### config.mk
export PLATFORM = sky130hd
export DESIGN_NAME = ram_arbiter
export DESIGN_NICKNAME = d
export VERILOG_FILES = /design/src/rtl/ram_arbiter.sv
export SDC_FILE = /design/constraint.sdc
export NUM_CORES = 1
export LEC_CHECK = 0
export CORE_ASPECT_RATIO = 1.4
export CORE_MARGIN = 5
export CORE_UTILIZATION = 40
export DETAILED_ROUTE_END_ITERATION = 16
export GPL_TIMING_DRIVEN = 0
export PLACE_DENSITY = 0.78
export SYNTH_ARGS = -nofsm -noshare
export SYNTH_HDL_FRONTEND = slang
export SYNTH_SLANG_ARGS = --single-unit
### constraint.sdc
create_clock -name clock -period 1.5 [get_ports clock]
set_input_delay 0.3 -clock clock [delete_from_list [all_inputs] [get_ports clock]]
set_output_delay 0.3 -clock clock [all_outputs]
set_load 0.03 [all_outputs]
### src/rtl/ram_arbiter.sv
// Two-port arbiter for the shared single-port system RAM (CPU vs. program loader/DMA).
// Round-robin by default; define RAM_ARB_CPU_PRIORITY_EN for CPU priority with a DMA starvation guard.
module ram_arbiter #(
  parameter int ADDR_WIDTH = 4,
  parameter int DATA_WIDTH = 8,
  parameter int MAX_HOLD   = 4
) (
  input  logic                  clock,
  input  logic                  bReset,
  input  logic                  cpu_req,
  input  logic                  cpu_we,
  input  logic [ADDR_WIDTH-1:0] cpu_addr,
  input  logic [DATA_WIDTH-1:0] cpu_wdata,
  output logic                  cpu_gnt,
  output logic                  cpu_rvalid,
  output logic [DATA_WIDTH-1:0] cpu_rdata,
  input  logic                  dma_req,
  input  logic                  dma_we,
  input  logic [ADDR_WIDTH-1:0] dma_addr,
  input  logic [DATA_WIDTH-1:0] dma_wdata,
  output logic                  dma_gnt,
  output logic                  dma_rvalid,
  output logic [DATA_WIDTH-1:0] dma_rdata,
  output logic [ADDR_WIDTH-1:0] ram_addr,
  output logic                  ram_we,
  output logic [DATA_WIDTH-1:0] ram_wdata,
  input  logic [DATA_WIDTH-1:0] ram_rdata,
  output logic                  busy
);

  typedef enum logic [1:0] {
    ST_IDLE = 2'd0,
    ST_ACC  = 2'd1,
    ST_RD   = 2'd2
  } state_t;

  localparam logic PORT_CPU = 1'b0;
  localparam logic PORT_DMA = 1'b1;

  state_t                  state_r, state_s;
  logic                    winner_r, winner_s;
  logic                    rr_last_r, rr_last_s;
  logic                    pick_dma_s;
  logic                    cpu_gnt_r, cpu_gnt_s;
  logic                    dma_gnt_r, dma_gnt_s;
  logic                    cpu_rvalid_r, cpu_rvalid_s;
  logic                    dma_rvalid_r, dma_rvalid_s;
  logic [DATA_WIDTH-1:0]   cpu_rdata_r, cpu_rdata_s;
  logic [DATA_WIDTH-1:0]   dma_rdata_r, dma_rdata_s;
  logic [ADDR_WIDTH-1:0]   ram_addr_r, ram_addr_s;
  logic                    ram_we_r, ram_we_s;
  logic [DATA_WIDTH-1:0]   ram_wdata_r, ram_wdata_s;
  logic                    busy_r;

`ifdef RAM_ARB_CPU_PRIORITY_EN
  logic [3:0]              hold_cnt_r, hold_cnt_s;

  // Winner selection: CPU first unless DMA has waited through MAX_HOLD CPU grants
  always_comb begin
    if (dma_req && (!cpu_req || (hold_cnt_r == 4'(MAX_HOLD)))) begin
      pick_dma_s = 1'b1;
    end else begin
      pick_dma_s = 1'b0;
    end
  end

  // Starvation counter: counts CPU grants taken while DMA was also asking
  always_comb begin
    hold_cnt_s = hold_cnt_r;
    if ((state_r == ST_IDLE) && (cpu_req || dma_req)) begin
      if (pick_dma_s || !dma_req) begin
        hold_cnt_s = 4'd0;
      end else begin
        hold_cnt_s = hold_cnt_r + 4'd1;
      end
    end else begin
      hold_cnt_s = hold_cnt_r;
    end
  end

  // Starvation counter register
  always_ff @(posedge clock or posedge bReset) begin
    if (bReset) begin
      hold_cnt_r <= 4'd0;
    end else begin
      hold_cnt_r <= hold_cnt_s;
    end
  end
`else
  logic unused_s;
  assign unused_s = ^{4'(MAX_HOLD)};

  // Winner selection: a lone requester wins, a tie goes to the port not served last
  always_comb begin
    if (dma_req && (!cpu_req || (rr_last_r == PORT_CPU))) begin
      pick_dma_s = 1'b1;
    end else begin
      pick_dma_s = 1'b0;
    end
  end
`endif

  // Next-state and next-output logic for the IDLE -> ACC -> (RD) -> IDLE sequence
  always_comb begin
    state_s      = state_r;
    winner_s     = winner_r;
    rr_last_s    = rr_last_r;
    cpu_gnt_s    = 1'b0;
    dma_gnt_s    = 1'b0;
    cpu_rvalid_s = 1'b0;
    dma_rvalid_s = 1'b0;
    cpu_rdata_s  = cpu_rdata_r;
    dma_rdata_s  = dma_rdata_r;
    ram_addr_s   = ram_addr_r;
    ram_we_s     = 1'b0;
    ram_wdata_s  = ram_wdata_r;
    case (state_r)
      ST_IDLE: begin
        if (cpu_req || dma_req) begin
          winner_s  = pick_dma_s;
          rr_last_s = pick_dma_s;
          state_s   = ST_ACC;
          if (pick_dma_s) begin
            dma_gnt_s   = 1'b1;
            ram_addr_s  = dma_addr;
            ram_we_s    = dma_we;
            ram_wdata_s = dma_wdata;
          end else begin
            cpu_gnt_s   = 1'b1;
            ram_addr_s  = cpu_addr;
            ram_we_s    = cpu_we;
            ram_wdata_s = cpu_wdata;
          end
        end else begin
          state_s = ST_IDLE;
        end
      end
      ST_ACC: begin
        if (ram_we_r) begin
          state_s = ST_IDLE;
        end else begin
          state_s = ST_RD;
        end
      end
      ST_RD: begin
        state_s = ST_IDLE;
        if (winner_r == PORT_DMA) begin
          dma_rdata_s  = ram_rdata;
          dma_rvalid_s = 1'b1;
        end else begin
          cpu_rdata_s  = ram_rdata;
          cpu_rvalid_s = 1'b1;
        end
      end
      default: begin
        state_s = ST_IDLE;
      end
    endcase
  end

  // State and output registers; reset drops any read in flight
  always_ff @(posedge clock or posedge bReset) begin
    if (bReset) begin
      state_r      <= ST_IDLE;
      winner_r     <= PORT_CPU;
      rr_last_r    <= PORT_DMA;
      cpu_gnt_r    <= 1'b0;
      dma_gnt_r    <= 1'b0;
      cpu_rvalid_r <= 1'b0;
      dma_rvalid_r <= 1'b0;
      cpu_rdata_r  <= '0;
      dma_rdata_r  <= '0;
      ram_addr_r   <= '0;
      ram_we_r     <= 1'b0;
      ram_wdata_r  <= '0;
      busy_r       <= 1'b0;
    end else begin
      state_r      <= state_s;
      winner_r     <= winner_s;
      rr_last_r    <= rr_last_s;
      cpu_gnt_r    <= cpu_gnt_s;
      dma_gnt_r    <= dma_gnt_s;
      cpu_rvalid_r <= cpu_rvalid_s;
      dma_rvalid_r <= dma_rvalid_s;
      cpu_rdata_r  <= cpu_rdata_s;
      dma_rdata_r  <= dma_rdata_s;
      ram_addr_r   <= ram_addr_s;
      ram_we_r     <= ram_we_s;
      ram_wdata_r  <= ram_wdata_s;
      busy_r       <= (state_s != ST_IDLE);
    end
  end

  assign cpu_gnt    = cpu_gnt_r;
  assign dma_gnt    = dma_gnt_r;
  assign cpu_rvalid = cpu_rvalid_r;
  assign dma_rvalid = dma_rvalid_r;
  assign cpu_rdata  = cpu_rdata_r;
  assign dma_rdata  = dma_rdata_r;
  assign ram_addr   = ram_addr_r;
  assign ram_we     = ram_we_r;
  assign ram_wdata  = ram_wdata_r;
  assign busy       = busy_r;

endmodule

==> reports/qor.txt, run 1 <==
crit path kind: in -> reg
HPWL Detailed: 3210 µm
vias in the first global route: 1488
Final period util: 92.6%
reg-to-reg slack, setup: 130 ps
internal power: 2.96 mW
largest net degree at the start of global routing: 39
Post-Syn Area: 0.00158 mm²
sequential element share of the synthesized area: 60.4%
setup repair after global routing missed its margin: no
row cnt: 27
Hold/Removal Path Class: reg -> reg
Worst Setup End Kind: flop
Ports: 72
Die Span Y: 84.3 µm
Placement Setup Slack: -508 ps
Max rail drop VDD: 1.22 mV
Hold Crit Depth: 1
fin crit period: 1390 ps
vias: 1310
met1 Usage GRT: 14.8%
top-count cell post-synth: dfrtp_1
max-cap viol count: 0
ant diodes: 0
starting density of the core: 40.5%
die area: 0.00531 mm²
Post CTS Setup Buffer Count: 0
1st-iter DRT viols: 19
Worst R2R Start: state_r[1]
DR vias/cell: 5.24
clock power share: 13.6%
met2 Use GR: 28.6%
Hold Startpoint: ram_we
post-layout util: 61.7%
area leader, netlist: dfrtp_1
fin worst setup slack: 111 ps
average wire per standard cell: 16.4 µm
Hold Path Sink: state_r[1]
Worst R2R Path Depth: 5
fin. max-slew vios: 0
Worst-path clk slew: 80 ps
Synth Warn #: 0
CTS Buffer Depth: 2
Net Sw Frac: 43.2%
share of cells above drive strength 1: 18.8%
DR pass1 iterations: 4
Post-synth EDFFs: 0
combinational power share: 51.5%
root buffer cell: clkbuf_8
Post-synth ARST share: 100%
first-pass GRT wire length: 6780 µm
synth cell count leaders: dfrtp_1, nand2_1, a21oi_1
Startpoint Class: primary input
Setup TNS: 0 ps
clock sinks: 38
Mapped Nets: 166
PortBufs: 71
# setup viols final: 0
area of the core: 0.00388 mm²
later-pin clock latency in the skew report: 280 ps
#FFs+latches synth: 38
Num CTS Buffers: 5
Cell Pwr Density: 2170 mW/mm²
top cells by area, synth: dfrtp_1, mux2_4, nand2_1
GR Util met3: 8.43%
Layout Nets: 244
P&R area growth vs syn: 52.1%
P_sw: 2.25 mW
leakage power: 1.11 nW
post-synth cell types: 25
H-tree depth: 2
Synth Area per Inst: 12.3 µm²
Clock Skew: 7.58 ps
GRT Residual Overflow: 0
Top Usage Layer GRT: met2
antenna violations before repair: 0
CTS tree: built
slew margin rel.: 46.7%
antenna-violating nets left: 0
Data required, critical path: 1700 ps
R2R Path End: ram_wdata[2]
Synth top area share: 58.8%
Die X: 63.0 µm
CP Max Fanout: 10
status: completed
Hold Vio Cnt, Final: 0
drt total wl: 4090 µm
Post-synth top flop: dfrtp_1
GPL Wtd Cong: 0.750
Post-Syn Instances: 128
Fmax achieved: 720 MHz
slew of the pin with the lowest slew margin: 798 ps
Sequential Power Share: 34.9%
GR Util All Layers: 15.7%
Critical Path AT: 1590 ps
DRC Markers: 0
routing by layer:
layer  wire, µm  vias up
met5          0        -
met4         69        0
met3        502        7
met2       2040       83
met1       1480      619
li1           -      601
placed cells by master, fill, tap and decap left out, types with 6 or more instances in the layout:
master / synthesis / layout
mux2_4: 8 / 8
a31oi_1: 13 / 13
dfrtp_1: 37 / 37
clkdlybuf4s50_1: 0 / 37
dlygate4sd2_1: 0 / 34
mux2_2: 7 / 7
a21oi_1: 14 / 14
nand2_1: 26 / 26
clkbuf_8: 0 / 6
worst max-delay path, stage by stage:
cell,delay [ps]
clkdlybuf4s50_1,480
or2_4,300
nand2_2,130
inv_2,80
buf_6,150
a31oi_1,150
worst max path at each step:
stage | slack [ps] | start | cells past startpoint | to
after floorplan | 290 | state_r[1] | 3 | cpu_rdata[0]
after global placement | -420 | bReset | 2 | ram_addr[3]
after detailed placement | -510 | bReset | 2 | ram_addr[3]
after CTS | 110 | state_r[1] | 5 | ram_wdata[3]
after global routing | 40 | state_r[1] | 5 | ram_wdata[3]
final | 110 | cpu_req | 6 | ram_wdata[2]
cell families (layout without fill, tap and decap cells):
| kind of cell | after synthesis | count (layout) | synth area share, % |
|---|---|---|---|
| AOI/OAI and AO/OA | 30 | 30 | 11.4 |
| buffers and inverters | 9 | 88 | 3.73 |
| muxes | 16 | 16 | 13.3 |
| DFF | 38 | 38 | 60.4 |
| and+or+nand+nor | 35 | 35 | 11.0 |
power groups by stage:
stage               sequential [mW]  clock [mW]  combinational (mW)
floorplan                      2.70           0               0.895
global placement               1.83           0                2.95
detailed placement             1.85           0                3.02
CTS                            1.82       0.733                2.72
global route                   1.87       0.785                2.85
finish                         1.82       0.710                2.68
flip-flops by register name (all words and copies together), names as in the netlist:
signal      flops
ram_we          1
ram_addr        4
dma_gnt         1
cpu_rvalid      1
winner_r        1
cpu_rdata       8
state_r         2
dma_rdata       8
dma_rvalid      1
ram_wdata       8
rr_last_r       1
busy            1
cpu_gnt         1
final cells by class:
type	instances	area [µm²]
sequential	38	952
multi-input combinational	81	564
timing repair buffer	71	668
clock inverter	2	12.5
buffer	6	47.5
inverter	3	15.0
fill	347	1490
tap	43	53.8
clock buffer	6	82.6
timing repair:
item                       CTS  global route
hold buffers                 0             0
gates resized for setup     35             0
setup endpoints to repair   71             0
hold endpoints to repair     0             0
stage by stage:
| stage | hold WS, ps | cells | power (mW) | area (µm²) |
|---|---|---|---|---|
| after floorplan | 370 | 128 | 3.60 | 1580 |
| after global placement | 451 | 242 | 4.78 | 2340 |
| after detailed placement | 443 | 242 | 4.87 | 2340 |
| after CTS | 448 | 250 | 5.27 | 2400 |
| after global routing | 480 | 250 | 5.51 | 2400 |
| final | 438 | 250 | 5.21 | 2400 |
Note: power is estimated with default switching activity, not from simulation.
==> run 2, diff against run 1 <==
clock period = 1.78 ns   (was 1.5 ns; I/O delays follow)
==> run 2 against run 1 <==
Clock skew about the same. Highest routed layer unchanged. Critical path depth decreased by 5. Routed wire length decreased by 0.54%. Worst hold slack improved by 5.6 ps. Flip-flop and latch count unchanged. Clock power decreased by 15%. Die area unchanged. Critical path type is now reg -> out. Count of clock-buffer cells in the layout unchanged. Register-to-register slack improved by 290 ps. Combinational power decreased by 6%. Global-route usage about the same.
==> reports/qor.txt, run 2 (synthesis gave the netlist of run 1 again) <==
P&R area growth vs syn: 54.6%
fin crit period: 1710 ps
Hold-fix buffers, CTS: 0
overall power: 4.67 mW
row cnt: 27
antenna-violating nets left: 0
Register Area: 952 µm²
max-cap viol count: 0
Num CTS Buffers: 5
cts repair resizes: 0
Filler Cells Inserted: 342
root buffer cell: clkbuf_8
ant diodes: 0
DR pass1 iterations: 4
starting density of the core: 40.5%
1st-iter DRT viols: 19
Die Span Y: 84.3 µm
Startpoint Class: flop
CP cell instances: clkdlybuf4s50_1
Worst Setup End Kind: primary output
Post CTS Setup Buffer Count: 0
Hold/Removal Path Class: reg -> reg
Crit path depth: 1
DR vias/cell: 5.20
Cell Pwr Density: 1920 mW/mm²
family with the most delay on the worst path: buffers and inverters
Data required, critical path: 1420 ps
GRT Residual Overflow: 0
H-tree depth: 2
CTS Buffer Depth: 2
DRC Markers: 0
Worst R2R Path Depth: 5
# setup viols final: 0
fin. max-slew vios: 0
GPL Wtd Cong: 0.750
Placed Area: 0.00234 mm²
reg-to-reg slack, setup: 420 ps
Layout Nets: 244
crit path kind: reg -> out
Ports: 72
commonest non-fill, non-tap cells in the layout: clkdlybuf4s50_1, dfrtp_1, nand2_1
setup repair after global routing missed its margin: no
Fmax achieved: 585 MHz
slew margin rel.: 48.5%
Max rail drop VDD: 1.12 mV
Worst Setup SP: ram_addr[0]
Die X: 63.0 µm
PortBufs: 71
clock sinks: 38
Worst R2R Start: state_r[1]
HPWL Detailed: 3210 µm
Hold Vio Cnt, Final: 0
die area: 0.00531 mm²
average wire per standard cell: 16.3 µm
Critical Path AT: 1350 ps
share of cells above drive strength 1: 18.8%
Clock Skew: 7.99 ps
later-pin clock latency in the skew report: 280 ps
CP endpoint: ram_addr[0]
CP Max Fanout: 2
slew of the pin with the lowest slew margin: 771 ps
slowest CP cell: clkdlybuf4s50_1
GR Util All Layers: 15.7%
first-pass GRT wire length: 6760 µm
commonest non-fill, non-tap cell in the layout: clkdlybuf4s50_1
Buf/Inv on CP: 1
leakage power: 1.06 nW
Worst-path clk slew: 80 ps
post-route cell area: 0.00243 mm²
vias: 1299
CTS tree: built
status: completed
vias in the first global route: 1489
area of the core: 0.00388 mm²
footprint of the multi-input gates: 564 µm²
max incr delay on CP: 700 ps
Final period util: 96.1%
R2R Path End: ram_wdata[3]
drt total wl: 4070 µm
largest net degree at the start of global routing: 39
antenna violations before repair: 0
## run 2: changes by cell type in the layout (fill, tap and decap cells not counted)
cell and delta:
clkdlybuf4s50_1 +34, inv_2 +1, dlygate4sd2_1 -34, clkinvlp_4 -1
## run 2: area by class of cell
cell class	count	area share, %
repair buffers	71	29.2
clock buffers	6	3.39
inverters	3	0.462
plain buffers	6	1.95
multi-input cells	81	23.2
clock inverters	2	0.514
flip-flops and latches	38	39.1
well taps	43	2.21
## run 2: power breakdown
| part | switching (mW) | total, mW | internal (mW) |
|---|---|---|---|
| combinational | 1.36 | 2.52 | 1.16 |
| clock | 0.290 | 0.601 | 0.311 |
| sequential | 0.254 | 1.54 | 1.29 |
| total | 1.91 | 4.67 | 2.76 |
## run 2: worst min-delay path by stage
stage	startpoint	endpoint	slack, ps	cells past startpoint
floorplan	cpu_req	rr_last_r	430	1
detailed placement	ram_we	state_r[1]	440	1
global route	ram_we	state_r[1]	480	1
global placement	ram_we	state_r[1]	450	1
CTS	ram_we	state_r[1]	450	1
finish	ram_we	state_r[1]	440	1
## run 2: metrics by stage
step	instances	util (%)	setup WS [ps]	TNS [ps]	hold slack, ps
6_report	250	62.7	69.7	0	443
2_1_floorplan	128	-	565	0	426
5_1_grt	250	62.7	23.8	0	485
3_5_place_dp	242	60.2	-284	-10430	443
4_1_cts	250	62.7	48.8	0	453
3_3_place_gp	242	60.2	-191	-7040	451
## run 2: layer usage
layer  GRT usage, %  share of wire [%]
met3           8.43                 12
met4           4.83                1.7
met2           28.6                 50
met1           14.7                 36
met5              0                  0
